<file path="config.mk">
export PLATFORM = sky130hd
export DESIGN_NAME = full_adder
export DESIGN_NICKNAME = d
export VERILOG_FILES = /design/src/rtl/full_adder_pkg.sv /design/src/rtl/fa_bit.sv /design/src/rtl/full_adder.sv
export SDC_FILE = /design/constraint.sdc
export NUM_CORES = 1
export LEC_CHECK = 0
export BUFFER_PORTS_ARGS = -buffer_cell sky130_fd_sc_hd__buf_2
export CORE_AREA = 3 3 40 42
export CTS_CLUSTER_SIZE = 16
export DETAILED_ROUTE_END_ITERATION = 10
export DIE_AREA = 0 0 43 45
export PLACE_DENSITY = 0.35
export SLEW_MARGIN = 10
export SYNTH_ARGS = -nofsm -noshare
export SYNTH_HDL_FRONTEND = slang
export SYNTH_SLANG_ARGS = --single-unit
export TNS_END_PERCENT = 20
</file>
<file path="constraint.sdc">
create_clock -name clk -period 1.1 [get_ports clk]
set_input_delay 0.33 -clock clk [delete_from_list [all_inputs] [get_ports clk]]
set_output_delay 0.33 -clock clk [all_outputs]
set_load 0.05 [all_outputs]
</file>
<file path="src/rtl/full_adder_pkg.sv">
// Shared width constants for the registered ripple-carry adder.
package full_adder_pkg;
    localparam int FA_DEFAULT_WIDTH = 1;
    localparam int FA_MIN_WIDTH     = 1;
    localparam int FA_MAX_WIDTH     = 64;
endpackage

</file>
<file path="src/rtl/fa_bit.sv">
// One-bit combinational full adder cell; chained to form the ripple adder.
module fa_bit (
    input  logic a,
    input  logic b,
    input  logic cin,
    output logic s,
    output logic cout
);
    assign s    = a ^ b ^ cin;
    assign cout = (a & b) | (a & cin) | (b & cin);
endmodule

</file>
<file path="src/rtl/full_adder.sv">
// WIDTH-bit ripple-carry adder with registered sum/carry and a one-cycle valid.
module full_adder
    import full_adder_pkg::*;
#(
    parameter int WIDTH = FA_DEFAULT_WIDTH
) (
    input  logic             clk,
    input  logic             rst,
    input  logic [WIDTH-1:0] a,
    input  logic [WIDTH-1:0] b,
    input  logic             c,
    input  logic             in_valid,
    output logic [WIDTH-1:0] sum,
    output logic             carry,
    output logic             out_valid
);
    if (WIDTH < FA_MIN_WIDTH || WIDTH > FA_MAX_WIDTH) begin : g_width_chk
        $error("full_adder: WIDTH must be within 1..64");
    end

    logic [WIDTH:0]   cy;
    logic [WIDTH-1:0] s;

    assign cy[0] = c;

    for (genvar i = 0; i < WIDTH; i++) begin : g_bit
        fa_bit u_fa (
            .a    (a[i]),
            .b    (b[i]),
            .cin  (cy[i]),
            .s    (s[i]),
            .cout (cy[i+1])
        );
    end

    // Result registers load only on qualified inputs, so unqualified X/Z never reaches them.
    always_ff @(posedge clk) begin
        if (rst) begin
            sum       <= '0;
            carry     <= 1'b0;
            out_valid <= 1'b0;
        end else begin
            out_valid <= in_valid;
            if (in_valid) begin
                sum   <= s;
                carry <= cy[WIDTH];
            end
        end
    end
endmodule

</file>
[Word level (Yosys, flattened, before mapping)]
Index checks and enable logic that the tools add are counted.
Storage, ports and cells
  bits in latches: 0
  memories kept: 0
  flip-flop bits (word level): 3
  bits in writable memories: 0
  ROM bits: 0
  logic and storage cells: 10
  output and inout bits: 3
Operators by class
  shift-type cells: 0
  bitwise logic cells: 7
  reductions and logical operators: 0
  equality and inequality tests: 0
  $lt $le $gt $ge: 0
  $add $sub $neg: 0
  multiplexer cells: 0
  $mul: 0
  div/mod/pow operators: 0
Operators with widths (number)
  $and 1x1->1: 3
  $or 1x1->1: 2
  $xor 1x1->1: 2

[Longest topological paths before layout]
Gate-level depths: netlist of run 1.
  depth in word-level cells: 3
  gate-level depth with buffers: 3
  gate-level depth less buffers: 3

[Cells and area by module]
Synthesis of run 1 repeated with hierarchy kept, for this count alone.
Second synthesis, totals
  cell total of the unflattened synthesis: 9
  area, all modules: 113.9 um^2
Modules (own cells, without submodules)
  full_adder: area an instance 93.8 um^2, instances 1, seq. area each 60.1 um^2, cells each 8
  fa_bit: area an instance 20.0 um^2, instances 1, seq. area each 0.0 um^2, cells each 1

[Least setup slack after synthesis of run 1]
Ideal clock, no wire load.
  path kind: input-to-reg
  start point: in a
  end point: reg sum
  cell stages on the path: 3
  path slack: 0.031 ns
  data arrival time: 0.953 ns
  data required time: 0.984 ns
  cell sequence: fa_1 -> mux2i_1 -> nor2_1
Between the ends
  longest elaborated chain between the ends: 2
Ends and longest elaborated chain
  start: declaration: RTL line full_adder.sv:9  | input logic [WIDTH-1:0] a,
  $xor 1x1->1 (2 in a row): RTL line fa_bit.sv:9  | assign s = a ^ b ^ cin;
  end signal: assignment: RTL line full_adder.sv:45  | sum <= s;
  end: declaration: RTL line full_adder.sv:13  | output logic [WIDTH-1:0] sum,
No other way between the ends.
A chain may end at the register's enable or synchronous reset.

[Worst setup path after layout of run 1]
  start point: reg out_valid
  end point: out out_valid
RTL lines
  start: declaration: RTL line full_adder.sv:15  | output logic out_valid
  start signal: assignment: RTL line full_adder.sv:43  | out_valid <= in_valid;
No word-level cell between the ends.

==> reports/metrics.yaml, run 1 <==
power_and_ir_drop:
  p_comb_frac: 0.182
  leakagePower_nw: 0.103
  intPower_mw: 0.284
  power_density_nw_per_um2: 1810
  peakVddDrop_mv: 0.421
  seq_power_share: 0.314
  power.switching_mw: 0.109
  pwr-share-clk: 0.504
  switching_share: 0.277
clocking:
  htree_num_levels: 1
  cts_setup_buffers: 0
  cts_buffer_depth: 2
  clk_latency_ns: 0.23
  cts.clk_slew.worst_paths_ns: 0.04
  cts_buffers: 3
  cts_hold_buf: 0
  clock_sink_count: 3
  cts_root_buffer: "clkbuf_4"
  cts_tree: "done"
run_status:
  outcome: "finished clean"
synthesis:
  netlist_area_um2: 114
  synth-seq-cells: 3
  ys_warn_count: 0
  synth_nets: 16
  yosysSeqAreaShare: 0.527
  ys_types: 5
  syn-instance-count: 9
  synth_area_per_cell_um2: 12.7
routing:
  drc: 0
  routed_via_density: 3.00
  wire_per_inst_um: 8.31
  firstDrtPassIters: 1
  postRouteAntennaNets: 0
  wl_um: 299
  drt_iter0_markers: 0
  vias: 108
global_routing:
  busiest_layer: "met3"
  grt_use_met1: 0.0386
  grt_max_degree: 4
  grt_pass1_vias: 122
  grt_antenna_before_repair: 0
  track_usage: 0.0400
  use_met3: 0.0518
  grt_first_pass_wirelength_um: 496
  use_met2: 0.0479
  grt_overflow_total: 0
sta:
  clock_skew_ns: 0
  hold_ws_ns: 0.289
  min_period_over_period: 0.963
  maxSlewHeadroom: 0.918
  fin_setup_tns_ns: 0
  period_minus_slack_ns: 1.06
  timing.fmax_ghz: 0.944
  rsz0062_at_grt: "false"
  report.final.slew_viol_count: 0
  finalHoldViolations: 0
  tightest_slew_ns: 0.120
  final-setup-viol-count: 0
flow_run:
  cap_viol_max_count: 0
setup_path:
  worstPathRequired_ns: 0.77
  crit_buf_inv: 1
  critPathCaptureType: "primary output"
  r2r_cells: 2
  max_stage_delay_ns: 0.30
  crit_slowest_cell: "dfxtp_1"
  path_depth: 1
  cp.arrival_ns: 0.73
  critPathKind: "reg -> out"
  cpLargestDelayFamily: "flip-flops"
  cp-start-kind: "flop"
  worst-path-max-fanout: 1
  path_cells: "buf_4"
die:
  rows: 13
  die_area_um2: 1940
  ioPinCount: 9
  initial_utilization: 0.0886
  core_area_um2: 1280
  die_h_um: 45
  die_w_um: 43
cells_and_area:
  final_cell_mix: "buf_2 (5), clkbuf_4 (3)"
  fillers: 151
  drive_gt1_frac: 0.619
  instances_no_fill: 36
  fin_util: 0.168
  final_cell_area_um2: 216
  n_antenna_cell: 0
  layout_commonest_cell: "buf_2"
  area_growth_pct: 90.1
  nNetsFinal: 29
place:
  placed_area_um2: 173
  routabilityCongestion: 0.617
  portBuffers: 8
  dp_cells: 32
hold_path:
  holdCritPathClass: "in -> reg"
  holdPathStages: 2
## per-stage QoR
stage | setup WS, ns | total power [mW]
CTS | 0.000229 | 0.398
global route | 0.0126 | 0.419
global placement | -0.0992 | 0.186
floorplan | 0.0313 | 0.163
detailed placement | -0.115 | 0.186
finish | 0.0412 | 0.392
## per-layer routing
layer / part of all wire / wire length [um]
met1: 0.44 / 132
met2: 0.38 / 115
met3: 0.17 / 51
met4: 0 / 0
met5: 0 / 0
## cells in the mapped netlist, drive strengths merged
| master | number | area share |
|---|---|---|
| nor2 | 2 | 0.066 |
| fa | 1 | 0.18 |
| nor2b | 1 | 0.055 |
| dfxtp | 3 | 0.53 |
| mux2i | 2 | 0.18 |
## power by group through the flow
stage	combinational (mW)	sequential (mW)	clock [mW]
after floorplan	0.0132	0.150	0
after global placement	0.0635	0.122	0
after detailed placement	0.0644	0.122	0
after CTS	0.0690	0.121	0.208
after global routing	0.0765	0.125	0.218
final	0.0714	0.123	0.198
## final cells by class
class / count / area, um^2 / area share
Timing Repair Buffer: 8 / 55.1 / 0.254
Tap cell: 15 / 18.8 / 0.0867
Clock buffer: 4 / 26.3 / 0.121
Sequential cell: 3 / 62.6 / 0.289
Multi-Input combinational cell: 6 / 53.8 / 0.249
## registers in the layout, indices dropped and copies added, names as in the netlist
| name | flops |
|---|---|
| carry | 1 |
| out_valid | 1 |
| sum | 1 |
## cells by family (layout without fill, tap and decap cells)
| family | after synthesis | count (layout) | synth area share |
|---|---|---|---|
| adders and majority gates | 1 | 1 | 0.176 |
| buffers and inverters | 0 | 12 | 0 |
| and+or+nand+nor | 3 | 3 | 0.121 |
| DFF | 3 | 3 | 0.527 |
| muxes | 2 | 2 | 0.176 |
## path summary, 6_finish.rpt
check        startpoint         to  slack [ns]
max           out_valid  out_valid        0.04
min                 rst        sum        0.29
max reg2reg         sum        sum        0.51
min reg2reg         sum        sum        0.49
## repair_timing
item | in CTS | in global routing
hold endpoints to repair | 0 | 0
gates resized for setup | 3 | 4
cloned | 0 | 0
setup endpoints to repair | 3 | 2
(Power assumes the default switching activity.)
==> inputs of run 2 (changes only) <==
--- a/config.mk
+++ b/config.mk
@@ -6,10 +6,10 @@
 export NUM_CORES = 1
 export LEC_CHECK = 0
 export BUFFER_PORTS_ARGS = -buffer_cell sky130_fd_sc_hd__buf_2
-export CORE_AREA = 3 3 40 42
+export CORE_AREA = 2 2 39 41
 export CTS_CLUSTER_SIZE = 16
 export DETAILED_ROUTE_END_ITERATION = 10
-export DIE_AREA = 0 0 43 45
+export DIE_AREA = 0 0 41 43
 export PLACE_DENSITY = 0.35
 export SLEW_MARGIN = 10
 export SYNTH_ARGS = -nofsm -noshare
==> run 2 against run 1 <==
Against the previous run: wire length grew 3.3%; sequential share of layout area shrank 0.17 points; worst hold slack lost 0.0040 ns; first-iteration DRC count is the same; final cell count grew 2.8%; critical endpoint is now carry; register-to-register slack lost 0.04 ns; critical path depth is the same; power shrank 1.8%; die area shrank 8.9%; global-route usage grew 1.6 points; setup slack gained 0.011 ns.
==> reports/metrics.yaml, run 2 (same netlist as run 1, synthesis figures left out) <==
cells_and_area:
  nNetsFinal: 29  # unchanged
  instances_no_fill: 37  # was 36
  final_cell_mix: "buf_2 (5), clkbuf_4 (3)"  # unchanged
  fillers: 158  # was 151
  reg_top3: "carry x1, out_valid x1, sum x1"  # unchanged
  final_cell_area_um2: 218  # was 216 um^2
  fin_util: 0.157  # was 0.168
  drive_gt1_frac: 0.619  # unchanged
  area_growth_pct: 91.2  # was 90.1%
  n_antenna_cell: 0  # unchanged
  layout_commonest_cell: "buf_2"  # unchanged
clocking:
  cts_buffers: 3  # unchanged
  cts_setup_buffers: 0  # unchanged
  cts_tree: "done"  # unchanged
  clock_sink_count: 3  # unchanged
  cts_buffer_depth: 2  # unchanged
  cts_hold_buf: 0  # unchanged
  ctsResizeCount: 4  # was 3
  cts.clk_slew.worst_paths_ns: 0.03  # was 0.04 ns
  clk_latency_ns: 0.23  # about the same
  htree_num_levels: 1  # unchanged
  cts_root_buffer: "clkbuf_4"  # unchanged
global_routing:
  grt_overflow_total: 0  # unchanged
  grt_antenna_before_repair: 0  # unchanged
  grt_max_degree: 4  # unchanged
  grt_pass1_vias: 126  # was 122
  grt_first_pass_wirelength_um: 531  # was 496 um
  track_usage: 0.0562  # was 0.0400
power_and_ir_drop:
  leakagePower_nw: 0.103  # unchanged
  intPower_mw: 0.284  # about the same
  p_comb_frac: 0.193  # was 0.182
  power_density_nw_per_um2: 1770  # was 1810 nW/um^2
  power.switching_mw: 0.101  # was 0.109 mW
  peakVddDrop_mv: 0.442  # was 0.421 mV
  seq_power_share: 0.321  # was 0.314
  p_total_mw: 0.385  # was 0.392 mW
  pwr-share-clk: 0.486  # was 0.504
  switching_share: 0.263  # was 0.277
sta:
  maxSlewHeadroom: 0.893  # was 0.918
  finalHoldViolations: 0  # unchanged
  timing.fmax_ghz: 0.954  # was 0.944 GHz
  fin_setup_tns_ns: 0  # unchanged
  setup_slack_ns: 0.0522  # was 0.0412 ns
  final-setup-viol-count: 0  # unchanged
  period_minus_slack_ns: 1.05  # was 1.06 ns
  report.final.slew_viol_count: 0  # unchanged
  hold_ws_ns: 0.285  # was 0.289 ns
  tightest_slew_ns: 0.156  # was 0.120 ns
  min_period_over_period: 0.953  # was 0.963
  clock_skew_ns: 0  # unchanged
  rsz0062_at_grt: "false"  # unchanged
hold_path:
  holdCritPathClass: "in -> reg"  # unchanged
setup_path:
  cpLargestDelayFamily: "flip-flops"  # unchanged
  worstPathRequired_ns: 0.77  # about the same
  crit_slowest_cell: "dfxtp_2"  # was dfxtp_1
  max_stage_delay_ns: 0.33  # was 0.30 ns
  worst-path-max-fanout: 2  # was 1
  critPathKind: "reg -> out"  # unchanged
  cp-start-kind: "flop"  # unchanged
  critPathCaptureType: "primary output"  # unchanged
  cp.arrival_ns: 0.72  # was 0.73 ns
  crit_buf_inv: 1  # unchanged
  path_cells: "buf_6"  # was buf_4
routing:
  drc: 0  # unchanged
  vias: 105  # was 108
  postRouteAntennaNets: 0  # unchanged
  wire_per_inst_um: 8.35  # was 8.31 um
  drt_iter0_markers: 0  # unchanged
  routed_via_density: 2.84  # was 3.00
  firstDrtPassIters: 1  # unchanged
  wl_um: 309  # was 299 um
place:
  routabilityCongestion: 0.580  # was 0.617
  placed_area_um2: 174  # was 173 um^2
  place_ws_ns: -0.154  # was -0.115 ns
  portBuffers: 8  # unchanged
  dp_cells: 33  # was 32
run_status:
  outcome: "finished clean"  # unchanged
die:
  rows: 14  # was 13
  ioPinCount: 9  # unchanged
  die_h_um: 43  # was 45 um
  core_area_um2: 1380  # was 1280 um^2
  die_area_um2: 1760  # was 1940 um^2
  die_w_um: 41  # was 43 um
  initial_utilization: 0.0823  # was 0.0886
flow_run:
  cap_viol_max_count: 0  # unchanged
## run 2: cell counts in the layout (fill, tap and decap cells not counted)
No cell type changed its count.
## run 2: power by group through the flow
stage | clock (mW) | sequential, mW | combinational, mW
2_1_floorplan | 0 | 0.150 | 0.0132
3_3_place_gp | 0 | 0.122 | 0.0630
3_5_place_dp | 0 | 0.122 | 0.0663
4_1_cts | 0.200 | 0.122 | 0.0723
5_1_grt | 0.226 | 0.125 | 0.0813
6_report | 0.187 | 0.124 | 0.0745
## run 2: final timing paths
kind          from    end  slack (ns)  cells after the start
max reg2reg    sum    sum        0.47                      2
min reg2reg  carry  carry        0.51                      2
min            rst  carry        0.29                      2
max          carry  carry        0.05                      1
## run 2: layout make-up
type / instances / area (um^2) / share of cell area
multi-input cells: 6 / 53.8 / 0.247
clock buffers: 4 / 26.3 / 0.121
repair buffers: 8 / 55.1 / 0.253
well taps: 16 / 20.0 / 0.0920
flip-flops and latches: 3 / 62.6 / 0.287
## run 2: routing by layer
layer / global-route usage / vias up / wire length [um]
met5: 0 / - / 0
met4: 0.0600 / 0 / 0
met3: 0.0838 / 0 / 65
met2: 0.0406 / 9 / 104
met1: 0.0577 / 43 / 139
li1: - / 53 / -
